[config.mk]
export PLATFORM = sky130hd
export DESIGN_NAME = mcb_port_arbiter
export DESIGN_NICKNAME = d
export VERILOG_FILES = /design/src/rtl/mcb_port_arbiter.sv
export SDC_FILE = /design/constraint.sdc
export NUM_CORES = 1
export LEC_CHECK = 0
export ABC_AREA = 1
export CAP_MARGIN = 20
export CORE_MARGIN = 2
export CORE_UTILIZATION = 65
export CTS_BUF_LIST = sky130_fd_sc_hd__clkbuf_4 sky130_fd_sc_hd__clkbuf_8
export DETAILED_ROUTE_END_ITERATION = 10
export GPL_TIMING_DRIVEN = 1
export PLACE_DENSITY = 0.9
export SLEW_MARGIN = 20
export SYNTH_ARGS = -nofsm -noshare
export SYNTH_HDL_FRONTEND = slang
export SYNTH_SLANG_ARGS = --single-unit
export TNS_END_PERCENT = 30
[constraint.sdc]
create_clock -name memclk -period 2.25 [get_ports memclk]
set_input_delay 0.675 -clock memclk [delete_from_list [all_inputs] [get_ports memclk]]
set_output_delay 0.675 -clock memclk [all_outputs]
set_load 0.05 [all_outputs]
[src/rtl/mcb_port_arbiter.sv]
// Time-shares one MCB command port between the display reader and two capture writers.
// One-cycle grant latency; owners hold the port until done/timeout; GUARD waits on mcb_cmd_empty.
module mcb_port_arbiter #(
   parameter int GUARD_CYC = 4,
   parameter int TIMEOUT   = 2048,
   parameter int MAX_WAIT  = 512,
   parameter int CW        = 12
) (
   input  logic       memclk,
   input  logic       rst_n,
   input  logic       rd_req,
   input  logic       rd_done,
   output logic       rd_en,
   input  logic       wr0_req,
   input  logic       wr0_done,
   output logic       wr0_en,
   input  logic       wr1_req,
   input  logic       wr1_done,
   output logic       wr1_en,
   input  logic       mcb_cmd_empty,
   output logic [1:0] arb_state,
   output logic       timeout_err,
   output logic       busy
);

   typedef enum logic [2:0] {
      IDLE,
      GRANT_RD,
      GRANT_W0,
      GRANT_W1,
      GUARD
   } state_t;

   localparam logic [CW-1:0] GUARD_LAST   = CW'(GUARD_CYC - 1);
   localparam logic [CW-1:0] TIMEOUT_LAST = CW'(TIMEOUT - 1);
   localparam logic [CW-1:0] WAIT_MAX     = CW'(MAX_WAIT);

   state_t        state, state_nxt;
   logic [CW-1:0] cnt, cnt_nxt;
   logic [CW-1:0] wait0, wait0_nxt;
   logic [CW-1:0] wait1, wait1_nxt;
   logic          rr, rr_nxt;
   logic          sat0, sat1, pick_w1, owner_done, terr_set;
   logic [1:0]    arb_nxt;

   always_ff @(posedge memclk or negedge rst_n) begin
      if (!rst_n) begin
         state <= IDLE;
      end else begin
         state <= state_nxt;
      end
   end

   always_comb begin
      state_nxt  = state;
      cnt_nxt    = cnt;
      rr_nxt     = rr;
      pick_w1    = 1'b0;
      owner_done = 1'b0;
      terr_set   = 1'b0;
      sat0       = wr0_req && (wait0 == WAIT_MAX);
      sat1       = wr1_req && (wait1 == WAIT_MAX);

      case (state)
         IDLE: begin
            cnt_nxt = '0;
            // Starved writers outrank the reader; rr breaks every writer tie.
            if (sat0 || sat1) begin
               pick_w1   = (sat0 && sat1) ? rr : sat1;
               state_nxt = pick_w1 ? GRANT_W1 : GRANT_W0;
               rr_nxt    = ~pick_w1;
            end else if (rd_req) begin
               state_nxt = GRANT_RD;
            end else if (wr0_req || wr1_req) begin
               pick_w1   = (wr0_req && wr1_req) ? rr : wr1_req;
               state_nxt = pick_w1 ? GRANT_W1 : GRANT_W0;
               rr_nxt    = ~pick_w1;
            end
         end

         GRANT_RD, GRANT_W0, GRANT_W1: begin
            owner_done = ((state == GRANT_RD) && rd_done) ||
                         ((state == GRANT_W0) && wr0_done) ||
                         ((state == GRANT_W1) && wr1_done);
            if (owner_done) begin
               state_nxt = GUARD;
               cnt_nxt   = '0;
            end else if (cnt == TIMEOUT_LAST) begin
               state_nxt = GUARD;
               cnt_nxt   = '0;
               terr_set  = 1'b1;
            end else begin
               cnt_nxt = cnt + 1'b1;
            end
         end

         GUARD: begin
            // Counter parks at GUARD_LAST so a long non-empty FIFO cannot wrap it.
            if (cnt == GUARD_LAST) begin
               if (mcb_cmd_empty) begin
                  state_nxt = IDLE;
               end
            end else begin
               cnt_nxt = cnt + 1'b1;
            end
         end

         default: begin
            state_nxt = IDLE;
            cnt_nxt   = '0;
         end
      endcase
   end

   always_comb begin
      wait0_nxt = '0;
      wait1_nxt = '0;
      if (wr0_req && (state != GRANT_W0)) begin
         wait0_nxt = (wait0 == WAIT_MAX) ? wait0 : wait0 + 1'b1;
      end
      if (wr1_req && (state != GRANT_W1)) begin
         wait1_nxt = (wait1 == WAIT_MAX) ? wait1 : wait1 + 1'b1;
      end
   end

   always_comb begin
      arb_nxt = 2'b11;
      case (state_nxt)
         GRANT_RD: arb_nxt = 2'b00;
         GRANT_W0: arb_nxt = 2'b01;
         GRANT_W1: arb_nxt = 2'b10;
         default:  arb_nxt = 2'b11;
      endcase
   end

   // Outputs come straight from flops so the engines see glitch-free enables.
   always_ff @(posedge memclk or negedge rst_n) begin
      if (!rst_n) begin
         cnt         <= '0;
         wait0       <= '0;
         wait1       <= '0;
         rr          <= 1'b0;
         rd_en       <= 1'b0;
         wr0_en      <= 1'b0;
         wr1_en      <= 1'b0;
         arb_state   <= 2'b11;
         busy        <= 1'b0;
         timeout_err <= 1'b0;
      end else begin
         cnt         <= cnt_nxt;
         wait0       <= wait0_nxt;
         wait1       <= wait1_nxt;
         rr          <= rr_nxt;
         rd_en       <= (state_nxt == GRANT_RD);
         wr0_en      <= (state_nxt == GRANT_W0);
         wr1_en      <= (state_nxt == GRANT_W1);
         arb_state   <= arb_nxt;
         busy        <= (state_nxt != IDLE);
         timeout_err <= timeout_err | terr_set;
      end
   end

endmodule

==> results of run 1 <==
## routing by layer
metal  track usage (%)  up-vias  share of wire [%]
li1                  -     1123                  -
met1             30.17     1066                 44
met2             45.42       64                 50
met3             5.833       10                4.3
met4             12.76        0                1.7
met5                 0        -                  0
## synth_stat cells
library cell	instances	area (µm²)
inv_2	2	7.510
nand2_2	5	31.28
nand3_1	26	130.1
o21ai_2	4	35.03
dfrtp_1	45	1126
nand2_1	60	225.2
o21ai_0	20	100.1
a21oi_1	16	80.08
ha_1	5	62.56
clkbuf_2	1	5.000
inv_1	55	206.5
nand2_4	1	11.26
nand3_4	1	17.52
nor2_4	4	45.04
buf_2	1	5.000
inv_4	1	6.260
xor2_1	3	26.28
o22ai_1	1	6.260
nor2_2	4	25.02
dfstp_2	2	52.55
nand4_1	7	43.79
nor2_1	46	172.7
nor3b_1	1	7.510
a31oi_1	4	25.02
a21oi_2	4	35.03
or2_2	2	12.51
nor4_1	4	25.02
o21ai_1	2	10.01
a21o_1	1	7.510
nor3_1	6	30.03
nor3_2	3	30.03
## flip-flops by register name, indices dropped and copies added (netlist names)
name and cells:
rr 1, arb_state 2, timeout_err 1, state 3
wait1 12, rd_en 1, cnt 12, wait0 12
busy 1, wr0_en 1, wr1_en 1
## final cells by class
| cell class | count | area (µm²) | area share (%) |
|---|---|---|---|
| Sequential cell | 47 | 1179 | 40.36 |
| Inverter | 58 | 220.2 | 7.541 |
| Timing Repair Buffer | 18 | 175.2 | 5.998 |
| Multi-Input combinational cell | 230 | 1195 | 40.92 |
| Clock buffer | 5 | 68.82 | 2.356 |
| Clock inverter | 3 | 20.02 | 0.6855 |
| Tap cell | 50 | 62.56 | 2.142 |
## worst paths after layout
path / end / slack (ns) / depth (start not counted)
setup / recovery: timeout_err / 0.11 / 1
hold / removal: rd_en$_DFF_PN0_ / 0.34 / 1
setup reg to reg: wr1_en$_DFF_PN0_ / 0.56 / 11
hold reg to reg: timeout_err$_DFF_PN0_ / 0.47 / 1
max in group asynchronous: arb_state[1]$_DFF_PN1_ / 1.32 / 2
min in group memclk: timeout_err$_DFF_PN0_ / 0.47 / 1
## kinds of logic (layout without fill, tap and decap cells)
kind of cell | after synthesis | in the layout | share of synthesized area [%]
buffers and inverters | 60 | 84 | 8.842
AND/OR/NAND/NOR | 170 | 170 | 30.99
XOR/XNOR | 3 | 3 | 1.009
flip-flops | 47 | 47 | 45.27
adder cells (fa/ha/maj) | 5 | 5 | 2.403
AO/OA/AOI/OAI | 52 | 52 | 11.48
## power groups by stage
stage          combinational [W]  sequential (W)  clock (W)
4_1_cts                  0.00114         0.00110   0.000523
2_1_floorplan           0.000676         0.00126          0
3_3_place_gp             0.00109         0.00110          0
5_1_grt                  0.00125         0.00111   0.000554
3_5_place_dp             0.00113         0.00111          0
6_report                 0.00113         0.00110   0.000509
## per-stage QoR
step / util [%] / hold slack [ns]
2_1_floorplan: - / 0.3794
3_3_place_gp: 72.35 / 0.4442
3_5_place_dp: 72.35 / 0.4543
4_1_cts: 74.62 / 0.3627
5_1_grt: 74.62 / 0.3803
6_report: 74.62 / 0.3395
## worst reg2reg max path, stage by stage (launching register included)
cell	delay [ns]
dfrtp_1	0.41
inv_1	0.10
ha_1	0.19
nand3_1	0.13
nor2_1	0.17
nand3_1	0.11
nand2_1	0.07
nand2_1	0.05
nand2_1	0.15
nand2_4	0.08
nand2_1	0.09
inv_1	0.04
==> impl_metrics.json, run 1 <==
{
  "rsz0062_at_grt": "false",
  "path_cells": "clkdlybuf4s50_1",
  "synth.distinct_cells": 31,
  "clock_power_share_pct": 18.6,
  "p_leak_nw": 1.413,
  "setup_ws_ns": 0.1083,
  "slowest_stage": "clkdlybuf4s50_1",
  "fin_crit_ns": 2.142,
  "syn_inst": 337,
  "hold_class": "in -> async",
  "wl_mm": 5.298,
  "vias": 2263,
  "diodes": 0,
  "slew_headroom_pct": 63.17,
  "dp_hpwl_mm": 4.074,
  "io_pins": 16,
  "end_kind": "output port",
  "power_frac_comb_pct": 41.4,
  "p_sw_share_pct": 42.32,
  "start_kind": "flop",
  "worstPathArrival_ns": 1.47,
  "gp_congestion": 0.8780,
  "fin_total_pwr_w": 0.002741,
  "grt_pass1_wl_mm": 8.873,
  "finalMaxSlewViolations": 0,
  "fp.coreArea_um2": 3914,
  "cts.sink_count": 47,
  "antenna_found_initial": 0,
  "clkSlewWorstSetupHoldPaths_ns": 0.09,
  "crit_path_max_fanout": 2,
  "drive_gt1_share_pct": 13.02,
  "dpl-instance-area_um2": 2831,
  "drc_errors": 0,
  "crit_buf_inv": 1,
  "post-cts-setup-buffer-count": 0,
  "dieArea_um2": 4528,
  "clk_latency_ns": 0.31,
  "grt_start_max_net_pins": 26,
  "yosys_warnings": 0,
  "timing.final.hold_violations": 0,
  "fin_setup_tns_ns": 0,
  "nFillCells": 291,
  "rr_startpoint": "wait0[0]$_DFFE_PN0P_",
  "cpLargestDelayFamily": "buffers and inverters",
  "drtIter0Drc": 169,
  "worstMarginPinSlew_ns": 0.5525,
  "vias_per_cell": 5.506,
  "clockRootBuffer": "clkbuf_8",
  "die_h_um": 67.29,
  "wire_per_inst_um": 12.89,
  "layoutNonFillerInstCount": 411,
  "ys_seq_area_share_pct": 45.27,
  "grt_overflow": 0,
  "critPathRequiredTime_ns": 1.57,
  "grt_usage_pct": 26.05,
  "cap_violations": 0,
  "dieWidth_um": 67.29,
  "grt_pass1_vias": 2192,
  "clock_skew_ns": 0.01182,
  "critPathMaxStageDelay_ns": 0.80,
  "min_period_over_period_pct": 95.19,
  "syn_area_um2": 2604,
  "io_buffers": 15,
  "row_count": 23,
  "ant_nets": 0,
  "cts_tree": "built",
  "syn_to_final_growth_pct": 12.16,
  "finalNetCount": 374,
  "cts_resized": 0,
  "seq_power_share_pct": 40.0,
  "synth_nets": 351,
  "dp_cells": 403,
  "p_sw_w": 0.001160,
  "firstDrtPassIters": 5,
  "worstSetupPathType": "reg -> out",
  "cts_made_buffers": 5,
  "final_common_cell": "nand2_1",
  "design_area_um2": 2920,
  "holdBufCountCts": 0,
  "clk_path_buf_depth": 2,
  "syn_avg_cell_area_um2": 7.726,
  "max_freq_mhz": 466.9,
  "pre_cts_ws_ns": 0.1144,
  "htree_levels": 2,
  "power_density_nw_per_um2": 938.6,
  "cp-startpoint": "timeout_err$_DFF_PN0_",
  "synth-seq-cells": 47,
  "status": "finished clean",
  "start_util_pct": 66.53,
  "peakVddDrop_v": 0.0004517,
  "final_cell_mix": "nand2_1, inv_1, nor2_1, dfrtp_1, nand3_1",
  "setup_viol": 0,
  "intPower_w": 0.001581
}
No activity file was read; power rests on OpenSTA's default activity.
==> inputs of run 2 (changes only) <==
- DONT_BUFFER_PORTS: default -> 1
- PLACE_DENSITY: 0.9 -> 0.85
==> impl_metrics.json, run 2 (synthesis gave the netlist of run 1 again) <==
{
  "nFillCells": 325,
  "cts_tree": "built",
  "slew_headroom_pct": 68.47,
  "clkSlewWorstSetupHoldPaths_ns": 0.09,
  "setup_ws_ns": 0.5669,
  "worstMarginPinSlew_ns": 0.4730,
  "min_period_over_period_pct": 74.81,
  "clockRootBuffer": "clkbuf_8",
  "gp_congestion": 0.8424,
  "fin_crit_ns": 1.683,
  "grt_usage_pct": 25.56,
  "clk_latency_ns": 0.31,
  "finalMaxSlewViolations": 0,
  "worstPathArrival_ns": 1.01,
  "final_common_cell": "nand2_1",
  "utilization_pct": 70.11,
  "diodes": 0,
  "clk_path_buf_depth": 2,
  "wl_mm": 4.889,
  "timing.hold.ws_ns": 0.04748,
  "dp_cells": 385,
  "io_pins": 16,
  "clock_skew_ns": 0.01193,
  "cts_resized": 0,
  "top_regs": "cnt x12, wait0 x12, wait1 x12",
  "io_buffers": 0,
  "final_cell_mix": "nand2_1, inv_1, nor2_1, dfrtp_1, nand3_1",
  "setup_viol": 0,
  "drc_errors": 0,
  "finalNetCount": 356,
  "register_area_um2": 1179,
  "post-cts-setup-buffer-count": 0,
  "vias": 2105,
  "worstSetupPathType": "reg -> out",
  "multi_input_area_um2": 1195,
  "dp_hpwl_mm": 3.724,
  "grt_pass1_wl_mm": 8.569,
  "grt_pass1_vias": 1936,
  "end_kind": "output port",
  "dieArea_um2": 4528,
  "grt_overflow": 0,
  "crit_path_max_fanout": 1,
  "power_density_nw_per_um2": 943.5,
  "layoutNonFillerInstCount": 393,
  "ant_nets": 0,
  "p_leak_nw": 1.344,
  "htree_levels": 2,
  "syn_to_final_growth_pct": 5.382,
  "cts_made_buffers": 5,
  "peakVddDrop_v": 0.0004839,
  "wire_per_inst_um": 12.44,
  "drive_gt1_share_pct": 11.95,
  "rsz0062_at_grt": "false",
  "start_kind": "flop",
  "dieWidth_um": 67.29,
  "fp.coreArea_um2": 3914,
  "start_util_pct": 66.53,
  "vias_per_cell": 5.356,
  "drtIter0Drc": 129,
  "cts.sink_count": 47,
  "die_h_um": 67.29,
  "pre_cts_ws_ns": 0.6170,
  "holdBufCountCts": 0,
  "grt_start_max_net_pins": 48,
  "max_freq_mhz": 594.1,
  "hold_class": "in -> async",
  "antenna_found_initial": 0,
  "status": "finished clean",
  "critPathRequiredTime_ns": 1.57,
  "firstDrtPassIters": 4,
  "fin_setup_tns_ns": 0,
  "cap_violations": 0,
  "row_count": 23,
  "timing.final.hold_violations": 0
}
## run 2: changes by cell type in the layout (fill, tap and decap cells not counted), sizes merged
cell	delta
clkinvlp	-2
inv	+1
clkdlybuf4s50	-12
clkinv	+1
buf	-6
## run 2: path summary, 6_finish.rpt
path	start	endpoint	slack, ns	depth (start not counted)
min reg2reg	wait0[7]$_DFFE_PN0P_	wait0[7]$_DFFE_PN0P_	0.52	1
max reg2reg	wait1[0]$_DFFE_PN0P_	arb_state[1]$_DFF_PN1_	0.61	12
max in group asynchronous	rst_n	arb_state[0]$_DFF_PN1_	2.03	0
max	arb_state[0]$_DFF_PN1_	arb_state[0]	0.57	0
min in group memclk	wait0[7]$_DFFE_PN0P_	wait0[7]$_DFFE_PN0P_	0.52	1
min	rst_n	timeout_err$_DFF_PN0_	0.05	0
## run 2: layer usage
layer / share of wire [%] / track usage [%] / wire (µm)
met1: 49 / 35.16 / 2372
met2: 46 / 39.73 / 2235
met3: 3.8 / 6.333 / 184
met4: 2.0 / 8.673 / 96
met5: 0 / 0 / 0
## run 2: final cells by class
cell class | instances | area share [%]
Clock inverter | 3 | 0.6840
Multi-Input combinational cell | 230 | 43.55
Clock buffer | 5 | 2.508
Tap cell | 50 | 2.280
Sequential cell | 47 | 42.95
Inverter | 58 | 8.026
## run 2: where the power goes
part	leakage [nW]	switching (W)	total (W)	internal, W
logic	0.662	0.000515	0.000800	0.000286
clock network	0.0483	0.000298	0.000517	0.000219
registers	0.633	0.000286	0.00127	0.000986
## run 2: through the flow
| step | area (µm²) | total power [W] |
|---|---|---|
| 5_1_grt | 2744 | 0.002778 |
| 2_1_floorplan | 2604 | 0.001935 |
| 3_3_place_gp | 2656 | 0.002052 |
| 3_5_place_dp | 2656 | 0.002092 |
| 4_1_cts | 2744 | 0.002617 |
| 6_report | 2744 | 0.002589 |
